File: config.mk
export PLATFORM = sky130hd
export DESIGN_NAME = vending_machine_multi_flat
export DESIGN_NICKNAME = d
export VERILOG_FILES = /design/src/rtl/vending_machine_multi_if.sv /design/src/rtl/vending_machine_multi.sv /design/src/flat_wrapper.sv
export SDC_FILE = /design/constraint.sdc
export NUM_CORES = 1
export LEC_CHECK = 0
export CAP_MARGIN = 20
export CORE_MARGIN = 2
export CORE_UTILIZATION = 40
export DETAILED_ROUTE_END_ITERATION = 7
export DONT_BUFFER_PORTS = 1
export SLEW_MARGIN = 0
export SYNTH_ARGS = -nofsm -noshare
export SYNTH_HDL_FRONTEND = slang
export SYNTH_SLANG_ARGS = --single-unit
File: constraint.sdc
create_clock -name clk -period 5.4 [get_ports clk]
set_clock_uncertainty 0.05 [all_clocks]
set_input_delay 0.27 -clock clk [delete_from_list [all_inputs] [get_ports clk]]
set_output_delay 0.27 -clock clk [all_outputs]
set_load 0.05 [all_outputs]
File: src/rtl/vending_machine_multi_if.sv
// ---------------------------------------------------------------------------
// vending_machine_multi_if
//   Bundle of front-end, dispenser and coin-hopper signals for the
//   multi-product vending controller.
//
//   Front-end inputs (driven by the coin acceptor / keypad / service port):
//     coin_valid, coin_type      coin present and its denomination
//     select_valid, select_id    purchase request
//     cancel                     refund request
//     restock_valid/_id/_count   add units to one product's stock
//   Controller outputs (all registered inside the controller):
//     coin_accept, coin_reject   one-cycle coin verdict
//     dispense_valid/_id         one-cycle dispense command
//     vend_fail, fail_code       one-cycle refusal with reason
//     change_valid, change_coin  one change coin per pulse
//     busy                       refund in progress
//     balance                    current credit
//     stock_empty                per-product sold-out flags
//
//   Modports:
//     master : the front end / environment side
//     slave  : the controller side
// ---------------------------------------------------------------------------
interface vending_machine_multi_if #(
  parameter int NUM_PRODUCTS = 4,
  parameter int SEL_W        = 2,
  parameter int PRICE_W      = 8,
  parameter int STOCK_W      = 4
);
  // front-end -> controller
  logic                    coin_valid;
  logic [1:0]              coin_type;
  logic                    select_valid;
  logic [SEL_W-1:0]        select_id;
  logic                    cancel;
  logic                    restock_valid;
  logic [SEL_W-1:0]        restock_id;
  logic [STOCK_W-1:0]      restock_count;

  // controller -> dispenser / hopper / display
  logic                    coin_accept;
  logic                    coin_reject;
  logic                    dispense_valid;
  logic [SEL_W-1:0]        dispense_id;
  logic                    vend_fail;
  logic [1:0]              fail_code;
  logic                    change_valid;
  logic [1:0]              change_coin;
  logic                    busy;
  logic [PRICE_W-1:0]      balance;
  logic [NUM_PRODUCTS-1:0] stock_empty;

  modport master (
    output coin_valid, coin_type, select_valid, select_id, cancel,
           restock_valid, restock_id, restock_count,
    input  coin_accept, coin_reject, dispense_valid, dispense_id,
           vend_fail, fail_code, change_valid, change_coin, busy,
           balance, stock_empty
  );

  modport slave (
    input  coin_valid, coin_type, select_valid, select_id, cancel,
           restock_valid, restock_id, restock_count,
    output coin_accept, coin_reject, dispense_valid, dispense_id,
           vend_fail, fail_code, change_valid, change_coin, busy,
           balance, stock_empty
  );
endinterface

File: src/rtl/vending_machine_multi.sv
// ---------------------------------------------------------------------------
// vending_machine_multi
//   Multi-product vending controller. Tracks credit, per-product stock and
//   prices, dispenses on a successful selection and pays change back one
//   coin per cycle (largest of 20/10/5 first). Supports runtime restocking,
//   a credit ceiling, and an inactivity timeout that refunds idle credit.
//
//   Ports:
//     clk  : rising-edge clock
//     rst  : synchronous active-high reset
//     bus  : vending_machine_multi_if.slave (see interface header for the
//            individual signals)
//
//   Coin / change encoding: 00 = 5, 01 = 10, 10 = 20, 11 = invalid.
//   Fail codes: 01 sold out, 10 insufficient funds, 11 invalid id.
//
//   All outputs are registers; every pulse appears on the edge after the
//   inputs that caused it were sampled.
// ---------------------------------------------------------------------------
module vending_machine_multi #(
  parameter int                                NUM_PRODUCTS   = 4,
  parameter int                                SEL_W          = 2,
  parameter int                                PRICE_W        = 8,
  parameter logic [NUM_PRODUCTS*PRICE_W-1:0]   PRICES         = {8'd35, 8'd20, 8'd10, 8'd5},
  parameter int                                STOCK_W        = 4,
  parameter int                                INIT_STOCK     = 4,
  parameter int                                MAX_BALANCE    = 100,
  parameter int                                TIMEOUT_CYCLES = 1000
) (
  input  logic                   clk,
  input  logic                   rst,
  vending_machine_multi_if.slave bus
);

  localparam int                 SUM_W      = PRICE_W + 1;
  localparam int                 TMR_W      = $clog2(TIMEOUT_CYCLES + 1);
  localparam logic [SUM_W-1:0]   MAX_BAL_S  = SUM_W'(MAX_BALANCE);
  localparam logic [TMR_W-1:0]   TMR_LAST   = TMR_W'(TIMEOUT_CYCLES - 1);
  localparam logic [STOCK_W-1:0] STOCK_INIT = STOCK_W'(INIT_STOCK);

  typedef enum logic {
    S_IDLE   = 1'b0,
    S_CHANGE = 1'b1
  } state_t;

  // -------------------------------------------------------------------------
  // State and registered outputs
  // -------------------------------------------------------------------------
  state_t                               state_q, state_d;
  logic [PRICE_W-1:0]                   balance_q, balance_d;
  logic [TMR_W-1:0]                     timer_q, timer_d;
  logic [NUM_PRODUCTS-1:0][STOCK_W-1:0] stock_q, stock_d;
  logic [NUM_PRODUCTS-1:0]              stock_empty_q, stock_empty_d;

  logic                                 coin_accept_q, coin_accept_d;
  logic                                 coin_reject_q, coin_reject_d;
  logic                                 dispense_valid_q, dispense_valid_d;
  logic [SEL_W-1:0]                     dispense_id_q, dispense_id_d;
  logic                                 vend_fail_q, vend_fail_d;
  logic [1:0]                           fail_code_q, fail_code_d;
  logic                                 change_valid_q, change_valid_d;
  logic [1:0]                           change_coin_q, change_coin_d;
  logic                                 busy_q, busy_d;

  // -------------------------------------------------------------------------
  // Price table unpacked from the parameter vector
  // -------------------------------------------------------------------------
  logic [NUM_PRODUCTS-1:0][PRICE_W-1:0] price_tbl;

  for (genvar gi = 0; gi < NUM_PRODUCTS; gi++) begin : g_price
    assign price_tbl[gi] = PRICES[gi*PRICE_W +: PRICE_W];
  end

  // -------------------------------------------------------------------------
  // Selected-product lookup. An id at or above NUM_PRODUCTS matches no
  // entry, which is how the invalid-id case is detected.
  // -------------------------------------------------------------------------
  logic               sel_in_range;
  logic [PRICE_W-1:0] sel_price;
  logic [STOCK_W-1:0] sel_stock;

  always_comb begin
    sel_in_range = 1'b0;
    sel_price    = '0;
    sel_stock    = '0;
    for (int i = 0; i < NUM_PRODUCTS; i++) begin
      if (bus.select_id == SEL_W'(i)) begin
        sel_in_range = 1'b1;
        sel_price    = price_tbl[i];
        sel_stock    = stock_q[i];
      end
    end
  end

  // -------------------------------------------------------------------------
  // Coin decode and credit check (one extra bit so the ceiling compare
  // cannot be fooled by wrap-around)
  // -------------------------------------------------------------------------
  logic             coin_ok;
  logic [SUM_W-1:0] coin_val;
  logic [SUM_W-1:0] coin_sum;
  logic             coin_fits;

  always_comb begin
    coin_ok  = 1'b1;
    coin_val = '0;
    case (bus.coin_type)
      2'b00:   coin_val = SUM_W'(5);
      2'b01:   coin_val = SUM_W'(10);
      2'b10:   coin_val = SUM_W'(20);
      default: coin_ok  = 1'b0;
    endcase
  end

  assign coin_sum  = {1'b0, balance_q} + coin_val;
  assign coin_fits = coin_ok && (coin_sum <= MAX_BAL_S);

  // -------------------------------------------------------------------------
  // Next-state logic
  // -------------------------------------------------------------------------
  always_comb begin
    state_d          = state_q;
    balance_d        = balance_q;
    timer_d          = timer_q;
    coin_accept_d    = 1'b0;
    coin_reject_d    = 1'b0;
    dispense_valid_d = 1'b0;
    dispense_id_d    = '0;
    vend_fail_d      = 1'b0;
    fail_code_d      = 2'b00;
    change_valid_d   = 1'b0;
    change_coin_d    = 2'b00;

    case (state_q)
      S_IDLE: begin
        if (bus.cancel) begin
          // A coin presented together with a cancel is handed back.
          timer_d       = '0;
          coin_reject_d = bus.coin_valid;
          if (balance_q != '0) begin
            state_d = S_CHANGE;
          end
        end else if (bus.select_valid) begin
          timer_d       = '0;
          coin_reject_d = bus.coin_valid;
          if (!sel_in_range) begin
            vend_fail_d = 1'b1;
            fail_code_d = 2'b11;
          end else if (sel_stock == '0) begin
            vend_fail_d = 1'b1;
            fail_code_d = 2'b01;
          end else if (balance_q < sel_price) begin
            vend_fail_d = 1'b1;
            fail_code_d = 2'b10;
          end else begin
            dispense_valid_d = 1'b1;
            dispense_id_d    = bus.select_id;
            balance_d        = balance_q - sel_price;
            // One vend per session: any leftover credit is paid out.
            if (balance_q != sel_price) begin
              state_d = S_CHANGE;
            end
          end
        end else begin
          if (bus.coin_valid) begin
            if (coin_fits) begin
              coin_accept_d = 1'b1;
              balance_d     = coin_sum[PRICE_W-1:0];
            end else begin
              coin_reject_d = 1'b1;
            end
          end

          // Inactivity timer: only runs while credit is held untouched.
          if ((bus.coin_valid && coin_fits) || (balance_q == '0)) begin
            timer_d = '0;
          end else if (timer_q == TMR_LAST) begin
            timer_d = '0;
            state_d = S_CHANGE;
          end else begin
            timer_d = timer_q + TMR_W'(1);
          end
        end
      end

      S_CHANGE: begin
        timer_d       = '0;
        coin_reject_d = bus.coin_valid;
        if (balance_q >= PRICE_W'(20)) begin
          change_valid_d = 1'b1;
          change_coin_d  = 2'b10;
          balance_d      = balance_q - PRICE_W'(20);
        end else if (balance_q >= PRICE_W'(10)) begin
          change_valid_d = 1'b1;
          change_coin_d  = 2'b01;
          balance_d      = balance_q - PRICE_W'(10);
        end else if (balance_q >= PRICE_W'(5)) begin
          change_valid_d = 1'b1;
          change_coin_d  = 2'b00;
          balance_d      = balance_q - PRICE_W'(5);
        end else begin
          // Credit that no coin can represent is dropped rather than
          // leaving the machine stuck in the refund state.
          balance_d = '0;
        end
        if (balance_d == '0) begin
          state_d = S_IDLE;
        end
      end

      default: state_d = S_IDLE;
    endcase

    busy_d = (state_d == S_CHANGE);
  end

  // -------------------------------------------------------------------------
  // Per-product stock update. Vend decrement and restock add are combined
  // before saturation so a same-cycle vend and restock of one product
  // yields sat(stock - 1 + count). An out-of-range restock_id matches no
  // product and is therefore ignored.
  // -------------------------------------------------------------------------
  for (genvar gi = 0; gi < NUM_PRODUCTS; gi++) begin : g_stock
    logic               vend_hit;
    logic               restock_hit;
    logic [STOCK_W-1:0] stock_base;
    logic [STOCK_W:0]   stock_sum;

    assign vend_hit    = dispense_valid_d && (bus.select_id == SEL_W'(gi));
    assign restock_hit = bus.restock_valid && (bus.restock_id == SEL_W'(gi));
    // A vend only happens when stock is nonzero, so this never underflows.
    assign stock_base  = stock_q[gi] - STOCK_W'(vend_hit);
    assign stock_sum   = {1'b0, stock_base}
                       + (restock_hit ? {1'b0, bus.restock_count} : {(STOCK_W+1){1'b0}});
    assign stock_d[gi] = stock_sum[STOCK_W] ? {STOCK_W{1'b1}} : stock_sum[STOCK_W-1:0];
    assign stock_empty_d[gi] = (stock_d[gi] == '0);
  end

  // -------------------------------------------------------------------------
  // Registers
  // -------------------------------------------------------------------------
  always_ff @(posedge clk) begin
    if (rst) begin
      state_q          <= S_IDLE;
      balance_q        <= '0;
      timer_q          <= '0;
      stock_q          <= {NUM_PRODUCTS{STOCK_INIT}};
      stock_empty_q    <= '0;
      coin_accept_q    <= 1'b0;
      coin_reject_q    <= 1'b0;
      dispense_valid_q <= 1'b0;
      dispense_id_q    <= '0;
      vend_fail_q      <= 1'b0;
      fail_code_q      <= 2'b00;
      change_valid_q   <= 1'b0;
      change_coin_q    <= 2'b00;
      busy_q           <= 1'b0;
    end else begin
      state_q          <= state_d;
      balance_q        <= balance_d;
      timer_q          <= timer_d;
      stock_q          <= stock_d;
      stock_empty_q    <= stock_empty_d;
      coin_accept_q    <= coin_accept_d;
      coin_reject_q    <= coin_reject_d;
      dispense_valid_q <= dispense_valid_d;
      dispense_id_q    <= dispense_id_d;
      vend_fail_q      <= vend_fail_d;
      fail_code_q      <= fail_code_d;
      change_valid_q   <= change_valid_d;
      change_coin_q    <= change_coin_d;
      busy_q           <= busy_d;
    end
  end

  // -------------------------------------------------------------------------
  // Output drive
  // -------------------------------------------------------------------------
  assign bus.coin_accept    = coin_accept_q;
  assign bus.coin_reject    = coin_reject_q;
  assign bus.dispense_valid = dispense_valid_q;
  assign bus.dispense_id    = dispense_id_q;
  assign bus.vend_fail      = vend_fail_q;
  assign bus.fail_code      = fail_code_q;
  assign bus.change_valid   = change_valid_q;
  assign bus.change_coin    = change_coin_q;
  assign bus.busy           = busy_q;
  assign bus.balance        = balance_q;
  assign bus.stock_empty    = stock_empty_q;

endmodule

File: src/flat_wrapper.sv
// flat-port wrapper written by rule: the top's interface ports become plain ports
module vending_machine_multi_flat 
#(
  parameter int                                NUM_PRODUCTS   = 4,
  parameter int                                SEL_W          = 2,
  parameter int                                PRICE_W        = 8,
  parameter logic [NUM_PRODUCTS*PRICE_W-1:0]   PRICES         = {8'd35, 8'd20, 8'd10, 8'd5},
  parameter int                                STOCK_W        = 4,
  parameter int                                INIT_STOCK     = 4,
  parameter int                                MAX_BALANCE    = 100,
  parameter int                                TIMEOUT_CYCLES = 1000
)
  (clk, rst, bus_coin_valid, bus_coin_type, bus_select_valid, bus_select_id, bus_cancel, bus_restock_valid, bus_restock_id, bus_restock_count, bus_coin_accept, bus_coin_reject, bus_dispense_valid, bus_dispense_id, bus_vend_fail, bus_fail_code, bus_change_valid, bus_change_coin, bus_busy, bus_balance, bus_stock_empty);
  vending_machine_multi_if #(.NUM_PRODUCTS(NUM_PRODUCTS), .SEL_W(SEL_W), .PRICE_W(PRICE_W), .STOCK_W(STOCK_W)) bus_i ();
  input  logic clk;
  input  logic rst;
  input wire logic [$bits(bus_i.coin_valid)-1:0] bus_coin_valid;
  input wire logic [$bits(bus_i.coin_type)-1:0] bus_coin_type;
  input wire logic [$bits(bus_i.select_valid)-1:0] bus_select_valid;
  input wire logic [$bits(bus_i.select_id)-1:0] bus_select_id;
  input wire logic [$bits(bus_i.cancel)-1:0] bus_cancel;
  input wire logic [$bits(bus_i.restock_valid)-1:0] bus_restock_valid;
  input wire logic [$bits(bus_i.restock_id)-1:0] bus_restock_id;
  input wire logic [$bits(bus_i.restock_count)-1:0] bus_restock_count;
  output wire logic [$bits(bus_i.coin_accept)-1:0] bus_coin_accept;
  output wire logic [$bits(bus_i.coin_reject)-1:0] bus_coin_reject;
  output wire logic [$bits(bus_i.dispense_valid)-1:0] bus_dispense_valid;
  output wire logic [$bits(bus_i.dispense_id)-1:0] bus_dispense_id;
  output wire logic [$bits(bus_i.vend_fail)-1:0] bus_vend_fail;
  output wire logic [$bits(bus_i.fail_code)-1:0] bus_fail_code;
  output wire logic [$bits(bus_i.change_valid)-1:0] bus_change_valid;
  output wire logic [$bits(bus_i.change_coin)-1:0] bus_change_coin;
  output wire logic [$bits(bus_i.busy)-1:0] bus_busy;
  output wire logic [$bits(bus_i.balance)-1:0] bus_balance;
  output wire logic [$bits(bus_i.stock_empty)-1:0] bus_stock_empty;
  assign bus_i.coin_valid = bus_coin_valid;
  assign bus_i.coin_type = bus_coin_type;
  assign bus_i.select_valid = bus_select_valid;
  assign bus_i.select_id = bus_select_id;
  assign bus_i.cancel = bus_cancel;
  assign bus_i.restock_valid = bus_restock_valid;
  assign bus_i.restock_id = bus_restock_id;
  assign bus_i.restock_count = bus_restock_count;
  assign bus_coin_accept = bus_i.coin_accept;
  assign bus_coin_reject = bus_i.coin_reject;
  assign bus_dispense_valid = bus_i.dispense_valid;
  assign bus_dispense_id = bus_i.dispense_id;
  assign bus_vend_fail = bus_i.vend_fail;
  assign bus_fail_code = bus_i.fail_code;
  assign bus_change_valid = bus_i.change_valid;
  assign bus_change_coin = bus_i.change_coin;
  assign bus_busy = bus_i.busy;
  assign bus_balance = bus_i.balance;
  assign bus_stock_empty = bus_i.stock_empty;
  vending_machine_multi #(.NUM_PRODUCTS(NUM_PRODUCTS), .SEL_W(SEL_W), .PRICE_W(PRICE_W), .PRICES(PRICES), .STOCK_W(STOCK_W), .INIT_STOCK(INIT_STOCK), .MAX_BALANCE(MAX_BALANCE), .TIMEOUT_CYCLES(TIMEOUT_CYCLES)) u_core (.clk(clk), .rst(rst), .bus(bus_i));
endmodule
==> impl_results.rst <==
.. list-table::
   :header-rows: 1

   * - Metric
     - Value
   * - Via count of the first global-routing pass
     - 3,401
   * - Synth warnings
     - 0
   * - Signal arrival time at the worst endpoint
     - 4.62 ns
   * - Stage delay of the slowest cell on the critical path
     - 0.47 ns
   * - Final count of negative-setup-slack endpoints
     - 0
   * - Final wirelength
     - 9.89 mm
   * - Part of the cycle the worst path needs
     - 82.5%
   * - Length in cells of the worst reg-to-reg path
     - 17
   * - Number of CTS-inserted buffers
     - 5
   * - Count of unique library cells instantiated by Yosys
     - 66
   * - Cell area after technology mapping
     - 4020 sq um
   * - Routed WL per cell
     - 16.0 um
   * - Result of the run
     - completed
   * - Die area
     - 10,900 sq um
   * - Number of instances in the synthesized netlist
     - 484
   * - Row count
     - 36
   * - Post-route minimum period
     - 4.46 ns
   * - Highest Signal Layer
     - met4
   * - RSZ-0062 raised after global routing
     - no
   * - Remaining Overflow, GRT
     - 0
   * - Area of the core
     - 9770 sq um
   * - Number of antenna violations at the first check in global routing
     - 0
   * - Clock root buffer
     - sky130_fd_sc_hd__clkbuf_8
   * - Pin count of the biggest net entering global routing
     - 19
   * - Reported max-cap violation count
     - 0
   * - Diode insertion count for antenna repair
     - 0
   * - Vias per cell
     - 5.41
   * - Placer's final routability congestion estimate
     - 0.872
   * - Global-route wire length before repair
     - 16.6 mm
   * - Share of synthesized area occupied by flip-flops and latches
     - 24.9%
   * - Critical path class
     - reg2reg
   * - Average size of a mapped cell
     - 8.31 sq um
   * - HPWL after DPL
     - 7.66 mm
   * - Violation count after the first detailed-route iteration
     - 148
   * - Hold WC Path Type
     - in2reg
   * - Met2 routed WL
     - 4.82 mm
   * - Met1 wire length
     - 4.45 mm
   * - Sort of element at the start of the critical path
     - flip-flop
   * - Share of layout cells above drive strength 1
     - 6.78%
   * - # IOs
     - 40
   * - Most frequent cells in the layout
     - sky130_fd_sc_hd__nor2_1 (53), sky130_fd_sc_hd__ha_1 (53), sky130_fd_sc_hd__dfxtp_1 (50), sky130_fd_sc_hd__inv_1 (46), sky130_fd_sc_hd__a21oi_1 (34)
   * - Final Net Count
     - 561
   * - Number of vias in the routed layout
     - 3,357
   * - Post-Syn Nets
     - 559
   * - Starting density of the core
     - 41.1%
   * - Leakage component of the power
     - 1.94 nW
   * - Crit-path max FO
     - 8
   * - Number of nets with antenna violations after routing
     - 0
   * - Met3 Wirelength
     - 431 um
   * - Final max-slew violation count
     - 0
   * - Cell at the slowest stage of the critical path
     - sky130_fd_sc_hd__a2111o_1
   * - Length of the first detailed-routing pass in iterations
     - 4
   * - Die span in y
     - 104 um
   * - Total power after layout
     - 0.00205 W
   * - Worst-Skew Late Latency
     - 0.32 ns
   * - Post-synth EDFFs
     - 0
   * - Ratio of total power to cell area
     - 478 nW/um^2
   * - Clock-pin slew reported for the worst setup and hold paths after clock tree synthesis
     - 0.11 ns
   * - Final hold vios
     - 0
   * - Capturing element type of the critical path
     - flip-flop
   * - Worst EP required
     - 5.57 ns
   * - TritonCTS clock tree
     - built
   * - Area added between synthesis and finish
     - 6.85%
   * - F_max
     - 0.224 GHz
   * - Synthesized flop and latch total
     - 50
   * - Cell count of the worst hold path
     - 2
   * - Measured slew at the worst slew-check pin
     - 0.863 ns
   * - Proportion of register bits with asynchronous set or reset after synthesis
     - 0%
   * - Slew HR
     - 42.3%
   * - CTS H-tree depth
     - 2
   * - Chain of cells forming the critical path
     - inv_1 -> ha_1 -> inv_1 -> fa_1 -> a211oi_1 -> o21bai_1 -> a2111o_1 -> nor4b_2 -> and3_1 -> ha_1 -> ha_1 -> inv_1 -> fa_1 -> a21o_1 -> a21oi_1 -> nand2_1 -> nor4b_1
   * - Worst IR Drop VDD
     - 156 uV
   * - IO Port Bufs
     - 0
   * - Fin Setup TNS
     - 0 ns
   * - Number of clock sinks seen by CTS
     - 50
   * - Horizontal die dimension
     - 104 um
   * - Primary flip-flop cell chosen by synthesis mapping
     - sky130_fd_sc_hd__dfxtp_1
   * - DR DRC count
     - 0
   * - Filler Cells Inserted
     - 999
   * - Maximum buffer depth of the clock tree
     - 2
   * - Global routing usage summed across all routing layers
     - 18.8%
-- metrics by stage --
stage / instances / setup slack [ns] / utilization [%] / area, sq um / hold WS [ns]
6_report: 620 / 0.945 / 43.9 / 4300 / 0.0172
4_1_cts: 620 / 0.917 / 43.9 / 4300 / 0.0110
3_3_place_gp: 611 / 0.938 / 42.8 / 4190 / 0.290
5_1_grt: 620 / 0.599 / 43.9 / 4300 / 0.00323
3_5_place_dp: 611 / 0.769 / 42.8 / 4190 / 0.292
2_1_floorplan: 484 / 1.06 / - / 4020 / 0.339
-- power by group --
group	switching [W]	total [W]	internal, W
Combinational	0.000822	0.00129	0.000468
Clock	0.000151	0.000248	0.0000974
Sequential	0.0000917	0.000517	0.000425
-- path summary, 6_finish.rpt --
| path | start | end | slack (ns) |
|---|---|---|---|
| max reg2reg | u_core.bus.balance[0] | u_core.bus.stock_empty[3] | 0.94 |
| max | u_core.bus.balance[0] | u_core.bus.stock_empty[3] | 0.94 |
| min | rst | u_core.stock_q[10] | 0.02 |
| min reg2reg | u_core.timer_q[0] | u_core.timer_q[0] | 0.42 |
-- sequential cells by signal (all words and copies together) (netlist names) --
signal	flops
u_core.bus.dispense_valid	1
u_core.stock_q	16
u_core.state_q	1
u_core.bus.balance	8
u_core.bus.dispense_id	2
u_core.bus.coin_accept	1
u_core.bus.fail_code	2
u_core.bus.coin_reject	1
u_core.bus.vend_fail	1
u_core.timer_q	10
u_core.bus.change_coin	2
u_core.bus.change_valid	1
u_core.bus.stock_empty	4
-- logic make-up after synthesis --
family | after synthesis | synth area share, %
buffers and inverters | 60 | 5.76
multiplexers | 5 | 1.24
AO/OA/AOI/OAI | 109 | 19.1
flip-flops | 50 | 24.9
XOR/XNOR | 34 | 7.41
AND/OR/NAND/NOR | 167 | 22.1
adder cells (fa/ha/maj) | 59 | 19.5
-- worst max-delay path: cells and delay by family, from the launching register on --
family          cells  cell delay [ns]
buf+inv             3             0.25
flops               1             0.32
simple gates        4             0.83
compound gates      5             1.37
fa+ha+maj           5             1.52
-- cells in the mapped netlist (2+ instances only) --
| cell | count | area share [%] |
|---|---|---|
| sky130_fd_sc_hd__a2111oi_0 | 2 | 0.44 |
| sky130_fd_sc_hd__a211o_1 | 2 | 0.44 |
| sky130_fd_sc_hd__a211oi_1 | 8 | 1.5 |
| sky130_fd_sc_hd__a211oi_2 | 2 | 0.62 |
| sky130_fd_sc_hd__a21boi_0 | 2 | 0.37 |
| sky130_fd_sc_hd__a21o_1 | 10 | 1.9 |
| sky130_fd_sc_hd__a21oi_1 | 34 | 4.2 |
| sky130_fd_sc_hd__a31oi_1 | 3 | 0.47 |
| sky130_fd_sc_hd__a41oi_1 | 2 | 0.44 |
| sky130_fd_sc_hd__and2_1 | 16 | 2.5 |
| sky130_fd_sc_hd__and3_1 | 8 | 1.2 |
| sky130_fd_sc_hd__buf_1 | 3 | 0.28 |
| sky130_fd_sc_hd__buf_2 | 2 | 0.25 |
| sky130_fd_sc_hd__clkbuf_1 | 8 | 0.75 |
| sky130_fd_sc_hd__dfxtp_1 | 50 | 25 |
| sky130_fd_sc_hd__fa_1 | 6 | 3.0 |
| sky130_fd_sc_hd__ha_1 | 53 | 16 |
| sky130_fd_sc_hd__inv_1 | 46 | 4.3 |
| sky130_fd_sc_hd__mux2i_1 | 5 | 1.2 |
| sky130_fd_sc_hd__nand2_1 | 28 | 2.6 |
| sky130_fd_sc_hd__nand2_2 | 2 | 0.31 |
| sky130_fd_sc_hd__nand2b_1 | 10 | 1.6 |
| sky130_fd_sc_hd__nand3_1 | 11 | 1.4 |
| sky130_fd_sc_hd__nand4_1 | 5 | 0.78 |
| sky130_fd_sc_hd__nor2_1 | 53 | 4.9 |
| sky130_fd_sc_hd__nor2b_1 | 6 | 0.93 |
| sky130_fd_sc_hd__nor3_1 | 6 | 0.75 |
| sky130_fd_sc_hd__nor3b_1 | 3 | 0.56 |
| sky130_fd_sc_hd__nor4b_1 | 7 | 1.5 |
| sky130_fd_sc_hd__o211a_1 | 2 | 0.50 |
| sky130_fd_sc_hd__o21ai_0 | 16 | 2.0 |
| sky130_fd_sc_hd__o21bai_1 | 2 | 0.37 |
| sky130_fd_sc_hd__o22ai_1 | 4 | 0.62 |
| sky130_fd_sc_hd__o31ai_1 | 2 | 0.37 |
| sky130_fd_sc_hd__o41ai_2 | 2 | 0.81 |
| sky130_fd_sc_hd__xnor2_1 | 12 | 2.6 |
| sky130_fd_sc_hd__xor2_1 | 22 | 4.8 |
-- layout make-up --
class / count / area [sq um] / share of cell area (%)
clock buffer: 5 / 68.8 / 1.60
inverter: 46 / 173 / 4.02
multi-input combinational: 374 / 2790 / 64.9
timing repair buffer: 9 / 70.1 / 1.63
clock inverter: 3 / 28.8 / 0.670
tap: 133 / 166 / 3.87
sequential: 50 / 1000 / 23.3
-- layer usage --
metal | up-vias | GRT usage [%]
li1 | 1703 | -
met1 | 1570 | 22.9
met2 | 67 | 33.5
met3 | 17 | 3.70
met4 | 0 | 5.41
met5 | - | 0
-- timing repair --
action / CTS / global route
hold buffers: 1 / 0
setup buffers: 0 / 0
hold endpoints to repair: 16 / 0
resized for setup: 0 / 0
Note: power is estimated with default switching activity, not from simulation.
